[src/rtl/load_use_scoreboard_pkg.sv]
// Shared defaults for the register write scoreboard.
// Every module in the slice imports these so the top and the matcher agree on widths.
package load_use_scoreboard_pkg;
  localparam int NUM_REGS       = 32;
  localparam int REG_ADDR_WIDTH = 5;
  localparam int MAX_PENDING    = 4;
  localparam int CNT_WIDTH      = 3;
  localparam logic [REG_ADDR_WIDTH-1:0] ZERO_REG = '0;
endpackage

[src/rtl/load_use_scoreboard_match.sv]
// Hazard detector for a single register index against the busy vector.
// A writeback landing on the same index this cycle is forwarded, so it cancels the hazard.
module scoreboard_match
  import load_use_scoreboard_pkg::*;
#(
  parameter int NREGS = NUM_REGS,
  parameter int AW    = REG_ADDR_WIDTH
) (
  input  logic [NREGS-1:0] i_busy,
  input  logic [AW-1:0]    i_idx,
  input  logic             i_use,
  input  logic             i_wb_valid,
  input  logic [AW-1:0]    i_wb_rd,
  output logic             o_hazard
);
  logic w_busy;
  logic w_wb_hit;

  assign w_busy   = i_busy[i_idx];
  assign w_wb_hit = i_wb_valid && (i_wb_rd == i_idx) && w_busy;
  assign o_hazard = i_use && w_busy && !w_wb_hit;
endmodule

[src/rtl/load_use_scoreboard.sv]
// Tracks outstanding register writes (including variable-latency loads) and stalls
// decode on RAW/WAW hazards or when the outstanding-write budget is used up.
module load_use_scoreboard
  import load_use_scoreboard_pkg::*;
#(
  parameter int NUM_REGS_P       = NUM_REGS,
  parameter int REG_ADDR_WIDTH_P = REG_ADDR_WIDTH,
  parameter int MAX_PENDING_P    = MAX_PENDING,
  parameter int CNT_WIDTH_P      = CNT_WIDTH
) (
  input  logic                        clk,
  input  logic                        reset,
  input  logic                        issue_valid,
  input  logic [REG_ADDR_WIDTH_P-1:0] issue_rs1,
  input  logic [REG_ADDR_WIDTH_P-1:0] issue_rs2,
  input  logic                        issue_uses_rs1,
  input  logic                        issue_uses_rs2,
  input  logic [REG_ADDR_WIDTH_P-1:0] issue_rd,
  input  logic                        issue_writes_rd,
  input  logic                        wb_valid,
  input  logic [REG_ADDR_WIDTH_P-1:0] wb_rd,
  input  logic                        flush,
  output logic                        stall,
  output logic [CNT_WIDTH_P-1:0]      pending_count,
  output logic                        full,
  output logic                        wb_error
);
  // Handshake: issue_valid is decode's request; the instruction issues on a rising
  // edge where issue_valid && !stall && !flush, otherwise decode holds it unchanged.
  logic [NUM_REGS_P-1:0]  r_busy;
  logic [CNT_WIDTH_P-1:0] r_pending_count;
  logic                   r_full;
  logic                   r_wb_error;

  logic                   w_raw1, w_raw2, w_waw;
  logic                   w_tracked, w_wb_hit, w_room, w_accept;
  logic [NUM_REGS_P-1:0]  w_set, w_clr, w_busy_next;
  logic [CNT_WIDTH_P-1:0] w_count_next;

  assign w_tracked = issue_writes_rd && (issue_rd != ZERO_REG[REG_ADDR_WIDTH_P-1:0]);

  scoreboard_match #(.NREGS(NUM_REGS_P), .AW(REG_ADDR_WIDTH_P)) u_match_rs1 (
    .i_busy(r_busy), .i_idx(issue_rs1), .i_use(issue_uses_rs1),
    .i_wb_valid(wb_valid), .i_wb_rd(wb_rd), .o_hazard(w_raw1)
  );
  scoreboard_match #(.NREGS(NUM_REGS_P), .AW(REG_ADDR_WIDTH_P)) u_match_rs2 (
    .i_busy(r_busy), .i_idx(issue_rs2), .i_use(issue_uses_rs2),
    .i_wb_valid(wb_valid), .i_wb_rd(wb_rd), .o_hazard(w_raw2)
  );
  scoreboard_match #(.NREGS(NUM_REGS_P), .AW(REG_ADDR_WIDTH_P)) u_match_rd (
    .i_busy(r_busy), .i_idx(issue_rd), .i_use(w_tracked),
    .i_wb_valid(wb_valid), .i_wb_rd(wb_rd), .o_hazard(w_waw)
  );

  assign w_wb_hit = wb_valid && r_busy[wb_rd];
  // A retiring write this cycle frees its budget slot in time for the new issue.
  assign w_room   = (r_pending_count < CNT_WIDTH_P'(MAX_PENDING_P)) || w_wb_hit;
  assign stall    = issue_valid && !flush && (w_raw1 || w_raw2 || w_waw || (w_tracked && !w_room));
  assign w_accept = issue_valid && !stall && !flush && w_tracked;

  always_comb begin
    w_set = '0;
    w_clr = '0;
    if (w_accept) w_set[issue_rd] = 1'b1;
    if (w_wb_hit) w_clr[wb_rd]    = 1'b1;
    // Set after clear so an issue to the register retiring this cycle keeps it busy.
    w_busy_next    = (r_busy & ~w_clr) | w_set;
    w_busy_next[0] = 1'b0;
  end

  always_comb begin
    w_count_next = r_pending_count;
    if (w_accept && !w_wb_hit)      w_count_next = r_pending_count + CNT_WIDTH_P'(1);
    else if (!w_accept && w_wb_hit) w_count_next = r_pending_count - CNT_WIDTH_P'(1);
  end

  always_ff @(posedge clk or negedge reset) begin
    if (!reset) begin
      r_busy          <= '0;
      r_pending_count <= '0;
      r_full          <= 1'b0;
      r_wb_error      <= 1'b0;
    end else begin
      if (flush) begin
        r_busy          <= '0;
        r_pending_count <= '0;
        r_full          <= 1'b0;
      end else begin
        r_busy          <= w_busy_next;
        r_pending_count <= w_count_next;
        r_full          <= (w_count_next == CNT_WIDTH_P'(MAX_PENDING_P));
      end
      if (wb_valid && !w_wb_hit) r_wb_error <= 1'b1;
    end
  end

  assign pending_count = r_pending_count;
  assign full          = r_full;
  assign wb_error      = r_wb_error;
endmodule

[config.mk]
export PLATFORM = sky130hd
export DESIGN_NAME = load_use_scoreboard
export DESIGN_NICKNAME = d
export VERILOG_FILES = /design/src/rtl/load_use_scoreboard_pkg.sv /design/src/rtl/load_use_scoreboard_match.sv /design/src/rtl/load_use_scoreboard.sv
export SDC_FILE = /design/constraint.sdc
export NUM_CORES = 1
export LEC_CHECK = 0
export CORE_ASPECT_RATIO = 0.75
export CORE_MARGIN = 10
export CORE_UTILIZATION = 57
export CTS_CLUSTER_DIAMETER = 50
export DETAILED_ROUTE_END_ITERATION = 12
export GPL_TIMING_DRIVEN = 0
export MAX_ROUTING_LAYER = met4
export PLACE_DENSITY = 0.87
export REMOVE_ABC_BUFFERS = 1
export SYNTH_ARGS = -nofsm -noshare
export SYNTH_HDL_FRONTEND = slang
export SYNTH_HIERARCHICAL = 1
export SYNTH_SLANG_ARGS = --single-unit
[constraint.sdc]
create_clock -name clk -period 6.6 [get_ports clk]
set_clock_uncertainty 0.15 [all_clocks]
set_input_delay 0.66 -clock clk [delete_from_list [all_inputs] [get_ports clk]]
set_output_delay 0.66 -clock clk [all_outputs]
set_load 0.02 [all_outputs]
After elaboration in Yosys (flattened, before gate mapping)
Index checks and enable logic that the tools add are counted.

Logic and storage cells: 77. Memory bits (read-only): 0. Memory bits (writable): 0. Latch bits: 0. Memories: 0. Register bits after elaboration: 37. Output and inout bits: 6. Input bits: 28.

Shifts and indexed selects: 0. Mux-type cells: 19. Reductions and logical operators: 38. Add/sub/neg operators: 2. Bitwise operators: 3. Eq/ne operators: 4. Div/mod/pow operators: 0. $mul: 0. $lt $le $gt $ge: 7.

Operators by type and width (count): $mux 32 (3); $and 32x32->32 (1); $not 32->32 (1); $or 32x32->32 (1); $logic_and 1x1->1 (25); $lt 5x6->1 const B (4); $bmux 1 s5 (4); $eq 5x5->1 (3); $demux 1 s5 (2); $ge 5x1->1 const B (2); $mux 3 (3); $logic_not 1->1 (8); $mux 1 (7); $reduce_bool 5->1 (1); $logic_or 1x1->1 (4); $add 3x1->3 const B (1); $eq 3x3->1 const B (1); $lt 3x3->1 const B (1); $sub 3x1->3 const B (1).

Logic depth before layout (Yosys ltp)
Depth after elaboration: 19. Gate-level depth with buffers: 12. Mapped depth without buffers: 11.

Hierarchy
Netlist, hierarchy kept.

By module, submodules not included: load_use_scoreboard (sequential area each 900.9 sq um, area each 2210.9 sq um, instances 1, cells each 228); scoreboard_match (sequential area each 0.0 sq um, area each 346.6 sq um, instances 3, cells each 34).

Least setup slack after synthesis
OpenSTA, ideal clock, no wires.

Path type: input port to output port. Start: input wb_rd[0]. End: output stall. Data required time: 5.790 ns. Buffers on the path: 1. Stages on the path: 8. Data arrival time: 2.428 ns. Setup slack: 3.362 ns. Cell sequence: buf_6 -> mux4_2 -> a21boi_2 -> o221ai_2 -> o31ai_4 -> and2_1 -> a21oi_1 -> nor2_1.

Word-level cells in the longest chain between the ends: 9. Elaborated cells on any way between the ends: 25. Classes of those cells: eq/ne (3); mux (2); reduce/logical (20).

Ends and longest elaborated chain: start, declared (line load_use_scoreboard.sv:21) `input logic [REG_ADDR_WIDTH_P-1:0] wb_rd,`; branches (longest 7 deep; another with $bmux 1 s5); $logic_or 1x1->1 * (line load_use_scoreboard.sv:58) `assign stall = issue_valid && !flush && (w_raw1 || w_raw2 || w_waw || (w_tracked && !w_room));`; $logic_and 1x1->1 * (line load_use_scoreboard.sv:58); end, declared (line load_use_scoreboard.sv:23) `output logic stall,`.

Mark *: on every way between the ends. The select of a mux whose other input is x is not followed.

Final worst setup path
Start: input wb_rd[3]. End: output stall.

Same word-level chain as after synthesis.

==> impl_metrics.env <==
export IMPL_status="completed"
export IMPL_fin_nets=378
export IMPL_irDropWorstVdd_v=0.000111
export IMPL_ys_flop_type="dfrtp_1"
export IMPL_clock_sinks=36
export IMPL_cp_required_ns=5.79
export IMPL_slew_viol_final=0
export IMPL_drt_first_pass_iters=5
export IMPL_fin_tns_setup_ns=0
export IMPL_synthCells=330
export IMPL_insertion_delay_ns=0.28
export IMPL_gr_usage_all_layers_pct=23.4
export IMPL_seq_power_share_pct=46.0
export IMPL_core_area_sq_um=5440
export IMPL_worstReg2RegEnd="r_busy[7]"
export IMPL_arrival_ns=4.12
export IMPL_comb_power_share_pct=24.3
export IMPL_synth_edf_count=0
export IMPL_worst_pin_slew_ns=0.873
export IMPL_dpl_cell_count=416
export IMPL_ys_warn_count=6
export IMPL_async_reset_ff_share_pct=100
export IMPL_ctsHoldBuffers=0
export IMPL_p_sw_w=0.000146
export IMPL_dp_hpwl_um=7290
export IMPL_post_cts_setup_buffers=0
export IMPL_rsz0062_at_grt="false"
export IMPL_root_buffer="clkbuf_8"
export IMPL_critPathMaxFanout=19
export IMPL_synth_seq_cells=36
export IMPL_grt_pass1_vias=3039
export IMPL_worstPathCellList="clkdlybuf4s50_1, nand3_1, o22ai_1, a32o_1, o31ai_4, and2_1, a21oi_1, nor2_1, clkdlybuf4s50_1"
export IMPL_worst_setup_path_type="in2out"
export IMPL_critical_path_top_delay_family="buffers and inverters"
export IMPL_max_slew_margin_pct=41.7
export IMPL_drive_gt1_share_pct=13.2
export IMPL_ys_seq_area_share_pct=27.7
export IMPL_antenna_found_initial=0
export IMPL_ios=34
export IMPL_synth_distinct_cells=53
export IMPL_start_util_pct=59.8
export IMPL_max_freq_ghz=0.203
export IMPL_vias=3077
export IMPL_cts_resized=0
export IMPL_routed_wl_um=10100
export IMPL_io_buffers=33
export IMPL_end_kind="primary output"
export IMPL_cts_tree="built"
export IMPL_h_tree_depth=2
export IMPL_grt_overflow_total=0
export IMPL_synth_avg_cell_area_sq_um=9.85
export IMPL_rrSetupSlack_ns=3.19
export IMPL_syn_to_final_growth_pct=10.9
export IMPL_setup_viol=0
export IMPL_numCtsBuffers=5
export IMPL_layout_min_cycle_time_ns=4.93
export IMPL_swShare_pct=29.9
export IMPL_die_w_um=107
export IMPL_antenna_left=0
export IMPL_layoutNonFillerInstCount=423
export IMPL_post_route_drc_count=0
export IMPL_crit_buf_inv=2
export IMPL_final_min_period_over_clock_period_pct=74.7
export IMPL_clk_pin_slew_ns=0.07
export IMPL_cpPeakStageDelay_ns=0.79
export IMPL_num_rows=23
export IMPL_chipHeight_um=85.4
export IMPL_wl_per_cell_um=23.9
export IMPL_holdWs_ns=0.311
export IMPL_grt_max_degree=37
export IMPL_rr_startpoint="r_busy[16]"
export IMPL_place_congestion=0.975
export IMPL_r2r_cells=10
export IMPL_drt_initial_drc_count=462
export IMPL_antenna_cells=0
export IMPL_drv_cap=0
export IMPL_internal_power_w=0.000343
export IMPL_hp_class="in2async"
export IMPL_grt_pass1_wl_um=16600
export IMPL_hold_viol=0
export IMPL_clockBufferDepth=2
export IMPL_power_frac_clock_pct=29.6
export IMPL_die_area_sq_um=9150
export IMPL_netlist_area_sq_um=3250
export IMPL_power_leakage_nw=1.33
export IMPL_power_density_nw_per_um2=136
export IMPL_startpoint_type="primary input"
export IMPL_via_per_inst=7.27
export IMPL_slowest_stage="clkdlybuf4s50_1"
export IMPL_cp_common_cell="clkdlybuf4s50_1"
export IMPL_fillers=430
==> layout by cell type (no fill, tap or decap), types with 3 or more instances in the layout <==
master,netlist,layout
or3_1,4,4
nand3_1,17,17
mux4_2,20,20
clkbuf_8,0,5
o21ai_0,26,26
clkdlybuf4s50_1,0,31
inv_1,8,8
nand4_1,5,5
nand2_1,19,19
nor2b_1,9,9
mux2i_1,24,24
xnor2_1,16,16
mux2_2,9,9
dfrtp_1,36,36
a41oi_1,3,3
nor2_1,9,9
o211ai_1,21,21
conb_1,1,3
nand2b_1,11,11
nand3b_1,5,5
o311ai_0,8,8
o21ai_1,6,6
a21oi_1,8,8
o311ai_1,8,8
o221ai_1,3,3
==> registers in the layout, indices dropped and copies added, names as in the netlist <==
register       count
full               1
pending_count      3
r_busy            31
wb_error           1
==> synth_stat cells (all sizes together) (2+ instances only) <==
cell type | instances | area [sq um]
or2 | 3 | 18.8
a21boi | 2 | 18.8
nand2b | 12 | 77.6
o211ai | 21 | 158
ha | 2 | 25.0
o311ai | 16 | 140
nand3 | 17 | 85.1
mux2 | 9 | 101
or3 | 5 | 36.3
a22oi | 2 | 15.0
nand4 | 5 | 31.3
inv | 8 | 30.0
mux4 | 20 | 450
a41oi | 3 | 26.3
xnor2 | 16 | 140
mux2i | 24 | 240
nor2b | 9 | 56.3
o22ai | 3 | 25.0
clkbuf | 8 | 30.0
nand3b | 6 | 48.8
o21ai | 32 | 160
dfrtp | 36 | 901
nor2 | 9 | 33.8
buf | 16 | 114
o221ai | 4 | 41.3
a21oi | 8 | 40.0
nand2 | 19 | 71.3
==> layout make-up <==
class / instances / area, sq um / share of cell area (%)
clock buffer: 6 / 72.6 / 2.01
clock inverter: 1 / 5.00 / 0.139
inverter: 8 / 30.0 / 0.833
multi-input combinational: 264 / 2180 / 60.5
sequential: 36 / 901 / 25.0
tap: 75 / 93.8 / 2.60
timing repair buffer: 33 / 320 / 8.88
==> power groups by stage <==
stage               logic (W)  registers, W  clock network, W
CTS                  0.000118      0.000225          0.000148
global route         0.000129      0.000226          0.000160
finish               0.000119      0.000226          0.000145
global placement     0.000115      0.000229                 0
floorplan           0.0000541      0.000231                 0
detailed placement   0.000117      0.000230                 0
==> cell families after synthesis <==
group,count (synthesis),synth area share (%)
compound gates,98,21.7
xor+xnor,16,4.31
fa+ha+maj,2,0.770
buf+inv,32,5.35
flops,36,27.7
mux,53,24.4
other cells,1,0.115
simple gates,92,15.7
==> how the worst max path moves through the flow <==
| stage | from | to | cells past startpoint |
|---|---|---|---|
| finish | wb_rd[3] | stall | 9 |
| global route | wb_rd[3] | stall | 9 |
| CTS | wb_rd[0] | stall | 9 |
| global placement | wb_rd[0] | stall | 9 |
| detailed placement | wb_rd[0] | stall | 9 |
| floorplan | wb_rd[0] | stall | 7 |
==> stage by stage <==
| step | area, sq um | total power, W | utilization (%) | setup slack [ns] |
|---|---|---|---|---|
| 2_1_floorplan | 3110 | 0.000285 | - | 3.34 |
| 6_report | 3610 | 0.000490 | 66.3 | 1.67 |
| 3_3_place_gp | 3540 | 0.000344 | 65.1 | 1.06 |
| 5_1_grt | 3610 | 0.000514 | 66.3 | 1.50 |
| 3_5_place_dp | 3530 | 0.000347 | 65.0 | 0.998 |
| 4_1_cts | 3610 | 0.000490 | 66.4 | 0.997 |
==> layer usage <==
| metal | up-vias | share of wire (%) | track usage, % |
|---|---|---|---|
| met4 | 0 | 2.4 | 6.38 |
| met5 | - | 0 | - |
| met3 | 31 | 13 | 5.89 |
| met1 | 1482 | 41 | 31.3 |
| li1 | 1325 | - | - |
| met2 | 239 | 43 | 34.1 |
Note: power is estimated with default switching activity, not from simulation.
